**src/rtl/mult_pkg.sv**
```systemverilog
`default_nettype none
// ============================================================================
// Module      : mult_pkg
// Description : Shared types and constants for the radix-4 Booth
//               sum-and-shift multiplier (FSM state encoding, Booth
//               partial-product select encoding, radix-4 step width).
// Revision    : 1.0 - initial release
// ============================================================================
package mult_pkg;

    // Bits consumed from the multiplier (and shifted out of the
    // accumulator) per RUN step.
    localparam int c_step_w = 2;

    typedef enum logic [1:0] {
        IDLE   = 2'd0,
        LOAD   = 2'd1,
        RUN    = 2'd2,
        FINISH = 2'd3
    } state_t;

    // Partial-product select: 0, +M, +2M, -M, -2M.
    typedef enum logic [2:0] {
        ZERO = 3'd0,
        PM   = 3'd1,
        P2M  = 3'd2,
        MM   = 3'd3,
        M2M  = 3'd4
    } booth_sel_t;

endpackage : mult_pkg
`default_nettype wire

```
**src/rtl/booth_r4_encoder.sv**
```systemverilog
`default_nettype none
// ============================================================================
// Module      : booth_r4_encoder
// Description : Combinational radix-4 Booth recoder. Maps the overlapping
//               multiplier triplet {q1, q0, prev} to a partial-product
//               select.
// Ports       : booth_bits [2:0] in  - {q1, q0, prev}
//               sel        [2:0] out - booth_sel_t select
// Revision    : 1.0 - initial release
// ============================================================================
module booth_r4_encoder
    import mult_pkg::*;
(
    input  logic [2:0] booth_bits,
    output booth_sel_t sel
);

    always_comb begin
        sel = ZERO;
        case (booth_bits)
            3'b001, 3'b010: sel = PM;
            3'b011:         sel = P2M;
            3'b100:         sel = M2M;
            3'b101, 3'b110: sel = MM;
            default:        sel = ZERO;  // 000 and 111
        endcase
    end

endmodule : booth_r4_encoder
`default_nettype wire

```
**src/rtl/booth_r4_acc_ctrl.sv**
```systemverilog
`default_nettype none
// ============================================================================
// Module      : booth_r4_acc_ctrl
// Description : Radix-4 Booth control and high-accumulator stage of the
//               sum-and-shift multiplier. Consumes two multiplier bits per
//               step from the external low-half shift register, adds
//               0/+-M/+-2M into a (SIZE+2)-bit accumulator, returns the two
//               bits shifted out of the accumulator to that register, and
//               sequences the register load/shift with a start/done
//               handshake. Full product = {hi_product, low register}.
// Parameters  : SIZE - operand width, even and >= 4 (signed operands)
// Ports       : CLOCK         in   rising-edge clock
//               RESET         in   asynchronous active-high reset
//               start         in   request, sampled only in IDLE
//               multiplicand  in   M, captured when start is accepted
//               lo_serial     in   {q1,q0} from the low register
//               lo_mode       out  1 = parallel load, 0 = shift
//               lo_enable     out  low-register enable
//               hi_serial_out out  accumulator bits into low register
//               hi_product    out  high half of the product
//               busy          out  operation in progress
//               done          out  one-cycle completion pulse
// Option      : MULT_STEP_MON_EN adds step_cnt and booth_sel monitor
//               outputs (both zero outside RUN).
// Revision    : 1.0 - initial release
// ============================================================================
module booth_r4_acc_ctrl
    import mult_pkg::*;
#(
    parameter int SIZE = 8
) (
    input  logic                          CLOCK,
    input  logic                          RESET,
    input  logic                          start,
    input  logic [SIZE-1:0]               multiplicand,
    input  logic [1:0]                    lo_serial,
    output logic                          lo_mode,
    output logic                          lo_enable,
    output logic [1:0]                    hi_serial_out,
    output logic [SIZE-1:0]               hi_product,
    output logic                          busy,
    output logic                          done
`ifdef MULT_STEP_MON_EN
    ,
    output logic [$clog2(SIZE/2+1)-1:0]   step_cnt,
    output logic [2:0]                    booth_sel
`endif
);

    // Two guard bits so that +-2M of the most negative M cannot overflow.
    localparam int c_acc_w = SIZE + c_step_w;
    localparam int c_cnt_w = $clog2(SIZE/2 + 1);

    state_t               r_state;
    logic [SIZE-1:0]      r_m;
    logic [c_acc_w-1:0]   r_acc;
    logic                 r_prev;
    logic [c_cnt_w-1:0]   r_count;
    logic                 r_lo_mode;
    logic                 r_lo_enable;
    logic                 r_busy;
    logic                 r_done;

    logic [2:0]           w_booth_bits;
    booth_sel_t           w_sel;
    logic [c_acc_w-1:0]   w_m_ext;
    logic [c_acc_w-1:0]   w_pp;
    logic [c_acc_w-1:0]   w_sum;
    logic [c_acc_w-1:0]   w_acc_next;

    // ------------------------------------------------------------------
    // Booth recode and partial-product datapath
    // ------------------------------------------------------------------
    assign w_booth_bits = {lo_serial, r_prev};

    booth_r4_encoder u_encoder (
        .booth_bits (w_booth_bits),
        .sel        (w_sel)
    );

    assign w_m_ext = {{c_step_w{r_m[SIZE-1]}}, r_m};

    always_comb begin
        w_pp = '0;
        case (w_sel)
            PM:      w_pp = w_m_ext;
            P2M:     w_pp = w_m_ext << 1;
            MM:      w_pp = -w_m_ext;
            M2M:     w_pp = -(w_m_ext << 1);
            default: w_pp = '0;
        endcase
    end

    // Addition wraps modulo 2^(SIZE+2); the two low bits leave toward the
    // low register and the rest is shifted right arithmetically.
    assign w_sum      = r_acc + w_pp;
    assign w_acc_next = {{c_step_w{w_sum[c_acc_w-1]}}, w_sum[c_acc_w-1:c_step_w]};

    // The low register samples this on the same edge that updates r_acc.
    assign hi_serial_out = (r_state == RUN) ? w_sum[1:0] : 2'b00;

    // ------------------------------------------------------------------
    // Control FSM with registered handshake / register-control outputs
    // ------------------------------------------------------------------
    always_ff @(posedge CLOCK or posedge RESET) begin
        if (RESET) begin
            r_state     <= IDLE;
            r_m         <= '0;
            r_acc       <= '0;
            r_prev      <= 1'b0;
            r_count     <= '0;
            r_lo_mode   <= 1'b0;
            r_lo_enable <= 1'b0;
            r_busy      <= 1'b0;
            r_done      <= 1'b0;
        end else begin
            r_done <= 1'b0;
            case (r_state)
                IDLE: begin
                    if (start) begin
                        r_m         <= multiplicand;
                        r_acc       <= '0;
                        r_prev      <= 1'b0;
                        r_count     <= c_cnt_w'(SIZE/2);
                        r_lo_mode   <= 1'b1;
                        r_lo_enable <= 1'b1;
                        r_busy      <= 1'b1;
                        r_state     <= LOAD;
                    end
                end
                LOAD: begin
                    r_lo_mode   <= 1'b0;
                    r_lo_enable <= 1'b1;
                    r_state     <= RUN;
                end
                RUN: begin
                    r_acc   <= w_acc_next;
                    r_prev  <= lo_serial[1];
                    r_count <= r_count - c_cnt_w'(1);
                    // Last step: product lands on this edge, so done and
                    // the busy drop are presented in the following cycle.
                    if (r_count == c_cnt_w'(1)) begin
                        r_lo_enable <= 1'b0;
                        r_busy      <= 1'b0;
                        r_done      <= 1'b1;
                        r_state     <= FINISH;
                    end
                end
                FINISH: begin
                    r_state <= IDLE;
                end
                default: begin
                    r_state <= IDLE;
                end
            endcase
        end
    end

    assign lo_mode    = r_lo_mode;
    assign lo_enable  = r_lo_enable;
    assign busy       = r_busy;
    assign done       = r_done;
    assign hi_product = r_acc[SIZE-1:0];

`ifdef MULT_STEP_MON_EN
    assign step_cnt  = (r_state == RUN) ? r_count : '0;
    assign booth_sel = (r_state == RUN) ? w_sel : ZERO;
`endif

endmodule : booth_r4_acc_ctrl
`default_nettype wire

```
**config.mk**
```make
export PLATFORM = sky130hd
export DESIGN_NAME = booth_r4_acc_ctrl
export DESIGN_NICKNAME = d
export VERILOG_FILES = /design/src/rtl/mult_pkg.sv /design/src/rtl/booth_r4_encoder.sv /design/src/rtl/booth_r4_acc_ctrl.sv
export SDC_FILE = /design/constraint.sdc
export NUM_CORES = 1
export LEC_CHECK = 0
export ABC_CLOCK_PERIOD_IN_PS = 4200
export BUFFER_PORTS_ARGS = -buffer_cell sky130_fd_sc_hd__clkbuf_2
export CAP_MARGIN = 10
export CELL_PAD_IN_SITES_DETAIL_PLACEMENT = 1
export CELL_PAD_IN_SITES_GLOBAL_PLACEMENT = 2
export CORE_MARGIN = 10
export CORE_UTILIZATION = 35
export CTS_CLUSTER_SIZE = 40
export DETAILED_ROUTE_END_ITERATION = 16
export PLACE_DENSITY_LB_ADDON = 0.1
export SLEW_MARGIN = 40
export SYNTH_ARGS = -nofsm -noshare
export SYNTH_HDL_FRONTEND = slang
export SYNTH_SLANG_ARGS = --single-unit
```
**constraint.sdc**
```tcl
create_clock -name CLOCK -period 4.2 [get_ports CLOCK]
set_clock_uncertainty 0.05 [all_clocks]
set_input_delay 0.63 -clock CLOCK [delete_from_list [all_inputs] [get_ports CLOCK]]
set_output_delay 0.63 -clock CLOCK [all_outputs]
set_load 0.05 [all_outputs]
```
==> impl_metrics.json, run 1 <==
{
  "status": "complete, no violations",
  "cpPeakStageDelay_ns": 0.46,
  "first_iter_violations": 64,
  "finalCritPeriodShare_pct": 90.41,
  "grt_overflow": 0,
  "drc": 0,
  "cpMaxStageDelayCell": "dfrtp_1",
  "grt_max_degree": 27,
  "synth_top_flop_cell": "dfrtp_1",
  "met2_usage_pct": 19.64,
  "place_hpwl_um": 3991,
  "grt_pass1_wl_um": 8894,
  "core_um2": 5540,
  "fillerInstances": 683,
  "setup-violations-final": 0,
  "netlist_area_um2": 2004,
  "synth_cells": 227,
  "die_area_um2": 9154,
  "syn_area_per_cell_um2": 8.830,
  "via_per_inst": 5.409,
  "tritoncts": "done",
  "yosysSeqAreaShare_pct": 32.46,
  "synth_fp_nets": 257,
  "yosysWarnings": 0,
  "cts_buffers": 3,
  "root_buffer": "clkbuf_8",
  "top_usage_layer": "met2",
  "cp-start-kind": "register",
  "clkLatencyLatePin_ns": 0.28,
  "rsz0062_at_grt": "false",
  "routedWlPerCell_um": 16.27,
  "clock-sinks": 26,
  "gp_congestion": 0.7891,
  "max-cap-violations": 0,
  "ir_worst_vdd_uv": 327.5,
  "power_leakage_nw": 1.036,
  "finalSetupTns_ns": 0,
  "cp_data_arrival_time_ns": 3.91,
  "tightest_slew_ns": 0.6087,
  "start_util_pct": 36.18,
  "powerDensity_nw_per_um2": 841.4,
  "relSlewSlack_pct": 59.42,
  "total_power_mw": 1.895,
  "h-tree-depth": 1,
  "ys_ff_latch": 26,
  "die_y_um": 95.68,
  "critPathCaptureType": "register",
  "cts_setup_buffers": 0,
  "crit_chain": "inv_1, ha_1, or3b_1, o31ai_1, xor2_1, o21ai_0, o21ai_0, nand2_1, ha_1, a2111oi_0, o21ai_0, a211oi_2, o21ai_1, a2111oi_4, nor3_2",
  "port_buffers": 26,
  "use_met1_pct": 15.75,
  "num_antenna_cells": 0,
  "fin_nets": 279,
  "cts.path.max_buffers": 2,
  "antenna_found_initial": 0,
  "fin_crit_ns": 3.797,
  "hold_class": "primary input to async pin",
  "final_cell_mix": "dfrtp_1, clkbuf_2, nand2_1",
  "grt_usage_pct": 11.93,
  "crit_top_cell": "o21ai_0",
  "io_pins": 27,
  "required_ns": 4.32,
  "synth_edf_count": 0,
  "clk_pin_slew_ns": 0.10,
  "num_vias": 1731,
  "fp.dieW_um": 95.68,
  "yosysUniqueCellTypes": 50,
  "path_max_fanout": 6,
  "rows": 27,
  "first_pass_iters": 4,
  "hold_viol": 0,
  "antenna_left": 0,
  "synthToLayoutAreaGrowth_pct": 12.36,
  "met3_usage_pct": 2.592,
  "wl_um": 5206,
  "crit_type": "register to register",
  "grt_pass1_vias": 1835,
  "synth_async_sr_flop_share_pct": 100.0,
  "drv_slew": 0,
  "fmax_mhz": 263.4,
  "drive_above_1_share_pct": 20.56
}
[kinds of logic (layout without fill, tap and decap cells)]
family / after synthesis / after routing / synth area share, %
flops: 26 / 26 / 32.46
xor+xnor: 11 / 11 / 4.806
mux: 11 / 11 / 5.993
buf+inv: 25 / 46 / 6.179
fa+ha+maj: 17 / 17 / 10.99
simple gates: 62 / 62 / 15.36
compound gates: 75 / 75 / 24.22
[per-layer routing]
layer	up-vias	part of all wire, %
li1	860	-
met1	844	49
met2	23	46
met3	4	4.3
met4	0	0.67
met5	-	0
[metrics by stage]
stage | util, % | setup slack [ns] | hold slack [ns] | instance area (um2) | std cells
final | 40.65 | 0.4028 | 0.3294 | 2252 | 320
after global routing | 40.65 | 0.05234 | 0.3829 | 2252 | 320
after CTS | 40.56 | 0.2551 | 0.3529 | 2247 | 320
after detailed placement | 39.27 | 0.2878 | 0.4147 | 2176 | 316
after global placement | 39.21 | 0.3144 | 0.4181 | 2172 | 316
after floorplan | - | 0.7347 | 0.3998 | 2004 | 227
[worst paths after layout]
path | start | end | slack, ns | depth (start not counted)
max | r_m[0] | r_acc[8] | 0.40 | 15
min | RESET | r_m[5] | 0.33 | 2
max reg2reg | r_m[0] | r_acc[8] | 0.40 | 15
min reg2reg | busy | busy | 0.44 | 1
max in group asynchronous | RESET | busy | 3.37 | 2
min in group CLOCK | busy | busy | 0.44 | 1
[power by group]
part	internal (mW)	switching (mW)	leakage (nW)
clock	0.128	0.0851	0.0357
combinational	0.451	0.735	0.679
sequential	0.358	0.137	0.321
[worst max-delay path, delay by kind of cell (launching register included)]
| kind | cells | cell delay [ns] |
|---|---|---|
| flip-flops | 1 | 0.46 |
| AO/OA/AOI/OAI | 8 | 1.82 |
| AND/OR/NAND/NOR | 3 | 0.66 |
| XOR/XNOR | 1 | 0.20 |
| adder cells (fa/ha/maj) | 2 | 0.42 |
| buffers and inverters | 1 | 0.10 |
[sequential cells by signal, summed over array words and instances, names as in the netlist]
name       flops
busy           1
done           1
lo_enable      1
lo_mode        1
r_acc          8
r_count        3
r_m            8
r_prev         1
r_state        2
[what timing repair did]
| action | in CTS | in global routing |
|---|---|---|
| gates resized for setup | 0 | 2 |
| hold buffers | 0 | 0 |
| setup endpoints to repair | 0 | 1 |
| endpoints found under the hold margin | 0 | 0 |
[final cells by class]
type,instances,area [um2],area share (%)
inverters,13,48.80,2.167
flip-flops and latches,26,650.6,28.89
repair buffers,29,152.6,6.778
clock inverters,1,30.03,1.333
multi-input cells,176,1239,55.00
well taps,72,90.09,4.000
clock buffers,3,41.29,1.833
[Yosys cell counts (4+ instances only)]
| library cell | instances | area, um2 |
|---|---|---|
| a21o_1 | 4 | 30.03 |
| inv_1 | 13 | 48.80 |
| o21ai_0 | 26 | 130.1 |
| mux2_2 | 8 | 90.09 |
| a21oi_1 | 17 | 85.08 |
| nor2_1 | 12 | 45.04 |
| a221oi_1 | 4 | 35.03 |
| a31oi_1 | 4 | 25.02 |
| clkbuf_1 | 4 | 15.01 |
| dfrtp_1 | 26 | 650.6 |
| xor2_1 | 7 | 61.31 |
| nand2_1 | 25 | 93.84 |
| ha_1 | 16 | 200.2 |
| xnor2_1 | 4 | 35.03 |
| and2_1 | 4 | 25.02 |
Power figures use the tool's default switching activity.
==> inputs of run 2 (changes only) <==
--- a/config.mk
+++ b/config.mk
@@ -14,6 +14,7 @@
 export CORE_UTILIZATION = 35
 export CTS_CLUSTER_SIZE = 40
 export DETAILED_ROUTE_END_ITERATION = 16
+export MAX_ROUTING_LAYER = met4
 export PLACE_DENSITY_LB_ADDON = 0.1
 export SLEW_MARGIN = 40
 export SYNTH_ARGS = -nofsm -noshare
==> run 2 against run 1 <==
Compared with the run above: sequential power hardly changed; worst setup slack better by 0.0045 ns; core utilization stayed put; final area stayed put; combinational power hardly changed; largest cell class unchanged.
==> impl_metrics.json, run 2 (same netlist as run 1, synthesis figures left out) <==
{
  "cp_top_family": "compound AO/OA/AOI/OAI gates",
  "powerDensity_nw_per_um2": 841.5,
  "hold_buffers": 0,
  "wl_um": 5204,
  "die_area_um2": 9154,
  "io_pins": 27,
  "grt_overflow": 0,
  "max-cap-violations": 0,
  "fmax_mhz": 263.7,
  "ir_worst_vdd_uv": 327.3,
  "met3_usage_pct": 1.964,
  "drive_above_1_share_pct": 20.56,
  "hold_viol": 0,
  "setup-violations-final": 0,
  "place_hpwl_um": 3991,
  "r2r_end": "r_acc[8]",
  "clock-sinks": 26,
  "grt_usage_pct": 12.30,
  "cpPeakStageDelay_ns": 0.46,
  "synthToLayoutAreaGrowth_pct": 12.36,
  "status": "complete, no violations",
  "tightest_slew_ns": 0.6092,
  "via_per_inst": 5.394,
  "core_um2": 5540,
  "cts.path.max_buffers": 2,
  "cp_data_arrival_time_ns": 3.91,
  "top_usage_layer": "met2",
  "cpMaxStageDelayCell": "dfrtp_1",
  "start_util_pct": 36.18,
  "grt_pass1_vias": 1833,
  "multi_input_area_um2": 1239,
  "port_buffers": 26,
  "critPathCaptureType": "register",
  "fin_crit_ns": 3.793,
  "drv_slew": 0,
  "antenna_left": 0,
  "power_leakage_nw": 1.036,
  "grt_pass1_wl_um": 8907,
  "rr_worst_depth": 15,
  "first_iter_violations": 64,
  "clkLatencyLatePin_ns": 0.28,
  "reg_top3": "r_acc: 8 flops, r_m: 8 flops, r_count: 3 flops",
  "die_y_um": 95.68,
  "clk_pin_slew_ns": 0.10,
  "final_cell_mix": "dfrtp_1, clkbuf_2, nand2_1",
  "cts_resized": 0,
  "path_buf_inv": 1,
  "met2_usage_pct": 19.64,
  "register_area_um2": 650.6,
  "grt_max_degree": 27,
  "path_max_fanout": 6,
  "crit_top_cell": "o21ai_0",
  "rows": 27,
  "num_vias": 1726,
  "finalSetupTns_ns": 0,
  "fin_nets": 279,
  "cp-start-kind": "register",
  "routedWlPerCell_um": 16.26,
  "finalCritPeriodShare_pct": 90.30,
  "gp_congestion": 0.8002,
  "h-tree-depth": 1,
  "num_antenna_cells": 0,
  "root_buffer": "clkbuf_8",
  "hold_class": "primary input to async pin",
  "reg2reg_from": "r_m[0]",
  "fp.dieW_um": 95.68,
  "drc": 0,
  "antenna_found_initial": 0,
  "fin_hold_ws_ns": 0.3296,
  "use_met1_pct": 16.16,
  "fillerInstances": 683,
  "cts_buffers": 3,
  "first_pass_iters": 4,
  "relSlewSlack_pct": 59.38,
  "rsz0062_at_grt": "false",
  "required_ns": 4.32,
  "crit_chain": "inv_1, ha_1, or3b_1, o31ai_1, xor2_1, o21ai_0, o21ai_0, nand2_1, ha_1, a2111oi_0, o21ai_0, a211oi_2, o21ai_1, a2111oi_4, nor3_2",
  "tritoncts": "done",
  "r2r_setup_slack_ns": 0.41,
  "cts_setup_buffers": 0,
  "crit_type": "register to register"
}
run 2: cell counts in the layout (fill, tap and decap cells not counted):
No cell type changed its count.
run 2: layout make-up:
cell class                 count  area share [%]
clock buffer                   3           1.833
inverter                      13           2.167
multi-input combinational    176           55.00
timing repair buffer          29           6.778
tap                           72           4.000
clock inverter                 1           1.333
sequential                    26           28.89
run 2: metrics by stage:
stage	worst slack (ns)	power, mW	instance area [um2]	cells	util [%]
6_report	0.4073	1.895	2252	320	40.65
3_5_place_dp	0.2878	1.689	2176	316	39.27
3_3_place_gp	0.3144	1.678	2172	316	39.21
2_1_floorplan	0.7347	1.413	2004	227	-
5_1_grt	0.05234	2.086	2252	320	40.65
4_1_cts	0.2551	1.913	2247	320	40.56
run 2: worst register-to-register path: stages, from the launching register on:
cell and delay, ns:
dfrtp_1 0.46, inv_1 0.10, ha_1 0.17, or3b_1 0.45
o31ai_1 0.28, xor2_1 0.20, o21ai_0 0.09, o21ai_0 0.18
nand2_1 0.13, ha_1 0.25, a2111oi_0 0.26, o21ai_0 0.22
a211oi_2 0.25, o21ai_1 0.16, a2111oi_4 0.38, nor3_2 0.08
run 2: worst max path at each step:
stage,from,end,slack (ns),cells after the start
final,r_m[0],r_acc[8],0.41,15
after global routing,r_m[0],r_acc[8],0.05,15
after CTS,r_m[0],r_acc[8],0.26,15
after detailed placement,r_m[0],r_acc[8],0.29,15
after floorplan,r_m[1],r_acc[8],0.73,16
after global placement,r_m[0],r_acc[8],0.31,15
run 2: where the power goes:
group / internal [mW] / leakage (nW) / switching, mW
clock network: 0.128 / 0.0357 / 0.0850
logic: 0.451 / 0.679 / 0.736
registers: 0.358 / 0.321 / 0.137
total: 0.937 / 1.04 / 0.958
run 2: per-layer routing:
| metal | vias to the layer above | wire, um |
|---|---|---|
| li1 | 860 | - |
| met1 | 841 | 2636 |
| met2 | 21 | 2373 |
| met3 | 4 | 156 |
| met4 | 0 | 38 |
| met5 | - | 0 |
==> inputs of run 3 (changes only) <==
--- a/config.mk
+++ b/config.mk
@@ -16,6 +16,7 @@
 export DETAILED_ROUTE_END_ITERATION = 16
 export MAX_ROUTING_LAYER = met4
 export PLACE_DENSITY_LB_ADDON = 0.1
+export REMOVE_ABC_BUFFERS = 1
 export SLEW_MARGIN = 40
 export SYNTH_ARGS = -nofsm -noshare
 export SYNTH_HDL_FRONTEND = slang
==> run 3 against run 2 <==
Compared with the run above: core utilization is 0.54 points lower; sequential share of layout area grew 0.39 points; final area is 1.3% lower; critical path type unchanged.
==> impl_metrics.json, run 3 (same netlist as run 1, synthesis figures left out) <==
{
  "ir_worst_vdd_uv": 319.9,
  "finalSetupTns_ns": 0,
  "cp-start-kind": "register",
  "hold_viol": 0,
  "synthToLayoutAreaGrowth_pct": 10.86,
  "die_area_um2": 9154,
  "clkLatencyLatePin_ns": 0.28,
  "wl_um": 5038,
  "status": "complete, no violations",
  "gp_congestion": 0.7878,
  "via_per_inst": 5.251,
  "path_max_fanout": 6,
  "hold_class": "primary input to async pin",
  "grt_overflow": 0,
  "reg2reg_from": "r_m[0]",
  "antenna_left": 0,
  "drv_slew": 0,
  "rows": 27,
  "grt_max_degree": 27,
  "first_pass_iters": 4,
  "wl_met3_um": 158,
  "fin_hold_ws_ns": 0.3284,
  "h-tree-depth": 1,
  "cts_setup_buffers": 0,
  "crit_type": "register to register",
  "fin_crit_ns": 3.771,
  "cp_data_arrival_time_ns": 3.88,
  "rr_worst_depth": 15,
  "cts.path.max_buffers": 2,
  "place_hpwl_um": 3997,
  "fmax_mhz": 265.2,
  "fin_nets": 279,
  "power_leakage_nw": 1.022,
  "routedWlPerCell_um": 15.79,
  "setup-violations-final": 0,
  "worstSetupEndpoint": "r_acc[8]",
  "powerDensity_nw_per_um2": 815.3,
  "tightest_slew_ns": 0.6093,
  "wl_met2_um": 2262,
  "r2r_end": "r_acc[8]",
  "finalCritPeriodShare_pct": 89.78,
  "num_vias": 1675,
  "critPathCaptureType": "register",
  "io_pins": 27,
  "num_antenna_cells": 0,
  "drive_above_1_share_pct": 20.24,
  "reg_top3": "r_acc: 8 flops, r_m: 8 flops, r_count: 3 flops",
  "first_iter_violations": 57,
  "root_buffer": "clkbuf_8",
  "r2r_setup_slack_ns": 0.43,
  "final_cell_mix": "dfrtp_1, clkbuf_2, nand2_1",
  "fp.dieW_um": 95.68,
  "start_util_pct": 36.18,
  "cts_buffers": 3,
  "antenna_found_initial": 0,
  "fillerInstances": 694,
  "drc": 0,
  "grt_pass1_wl_um": 8342,
  "core_um2": 5540,
  "die_y_um": 95.68,
  "clk_pin_slew_ns": 0.09,
  "drt-met1-wl_um": 2554,
  "tritoncts": "done",
  "startpoint": "r_m[0]",
  "required_ns": 4.31,
  "hold_buffers": 0,
  "rsz0062_at_grt": "false",
  "port_buffers": 26,
  "grt_usage_pct": 11.80,
  "clock-sinks": 26,
  "route.top_layer_used": "met4",
  "relSlewSlack_pct": 59.37,
  "grt_pass1_vias": 1764,
  "max-cap-violations": 0
}
-- run 3: cell types whose count changed in the layout (fill, tap and decap cells not counted) --
cell | before | now
bufinv_16 | 1 | 0
-- run 3: layout make-up --
type / count / area [um2] / area share, %
Clock buffer: 3 / 41.29 / 1.858
Timing Repair Buffer: 29 / 152.6 / 6.869
Inverter: 13 / 48.80 / 2.196
Tap cell: 72 / 90.09 / 4.054
Sequential cell: 26 / 650.6 / 29.28
Multi-Input combinational cell: 176 / 1239 / 55.74
-- run 3: worst min-delay path by stage --
stage / slack, ns / endpoint / start / depth (start not counted)
finish: 0.33 / r_prev / RESET / 2
CTS: 0.35 / busy / RESET / 2
global route: 0.38 / r_acc[0] / RESET / 2
global placement: 0.41 / busy / busy / 1
floorplan: 0.40 / r_count[1] / r_count[1] / 2
detailed placement: 0.42 / busy / busy / 1
-- run 3: per-layer routing --
metal | track usage [%] | up-vias
li1 | - | 853
met1 | 14.88 | 796
met2 | 18.79 | 21
met3 | 2.200 | 5
met4 | 3.317 | 0
met5 | - | -
-- run 3: critical path, stage by stage, from the launching register on --
cell	delay, ns
dfrtp_1	0.44
inv_1	0.10
ha_1	0.18
or3b_1	0.45
o31ai_1	0.27
xor2_1	0.21
o21ai_0	0.09
o21ai_0	0.17
nand2_1	0.11
ha_1	0.24
a2111oi_0	0.29
o21ai_0	0.22
a211oi_2	0.24
o21ai_1	0.15
a2111oi_4	0.37
nor3_2	0.08
-- run 3: repair_timing --
action | in CTS | in global routing
hold endpoints to repair | 0 | 0
resized for setup | 0 | 2
setup endpoints to repair | 0 | 1
-- run 3: metrics by stage --
stage                     std cells  setup slack [ns]  total power [mW]  cell area [um2]  util [%]
final                           319            0.4293             1.812             2222     40.11
after global routing            319           0.02801             1.998             2222     40.11
after global placement          316            0.2613             1.673             2172     39.21
after detailed placement        316            0.2653             1.677             2176     39.27
after floorplan                 215            0.7749             1.363             1929         -
after CTS                       319            0.2445             1.831             2217     40.02
-- run 3: report_power, final --
| part | internal (mW) | switching, mW |
|---|---|---|
| Clock | 0.0645 | 0.0790 |
| Combinational | 0.448 | 0.731 |
| Sequential | 0.359 | 0.130 |
| Total | 0.872 | 0.940 |
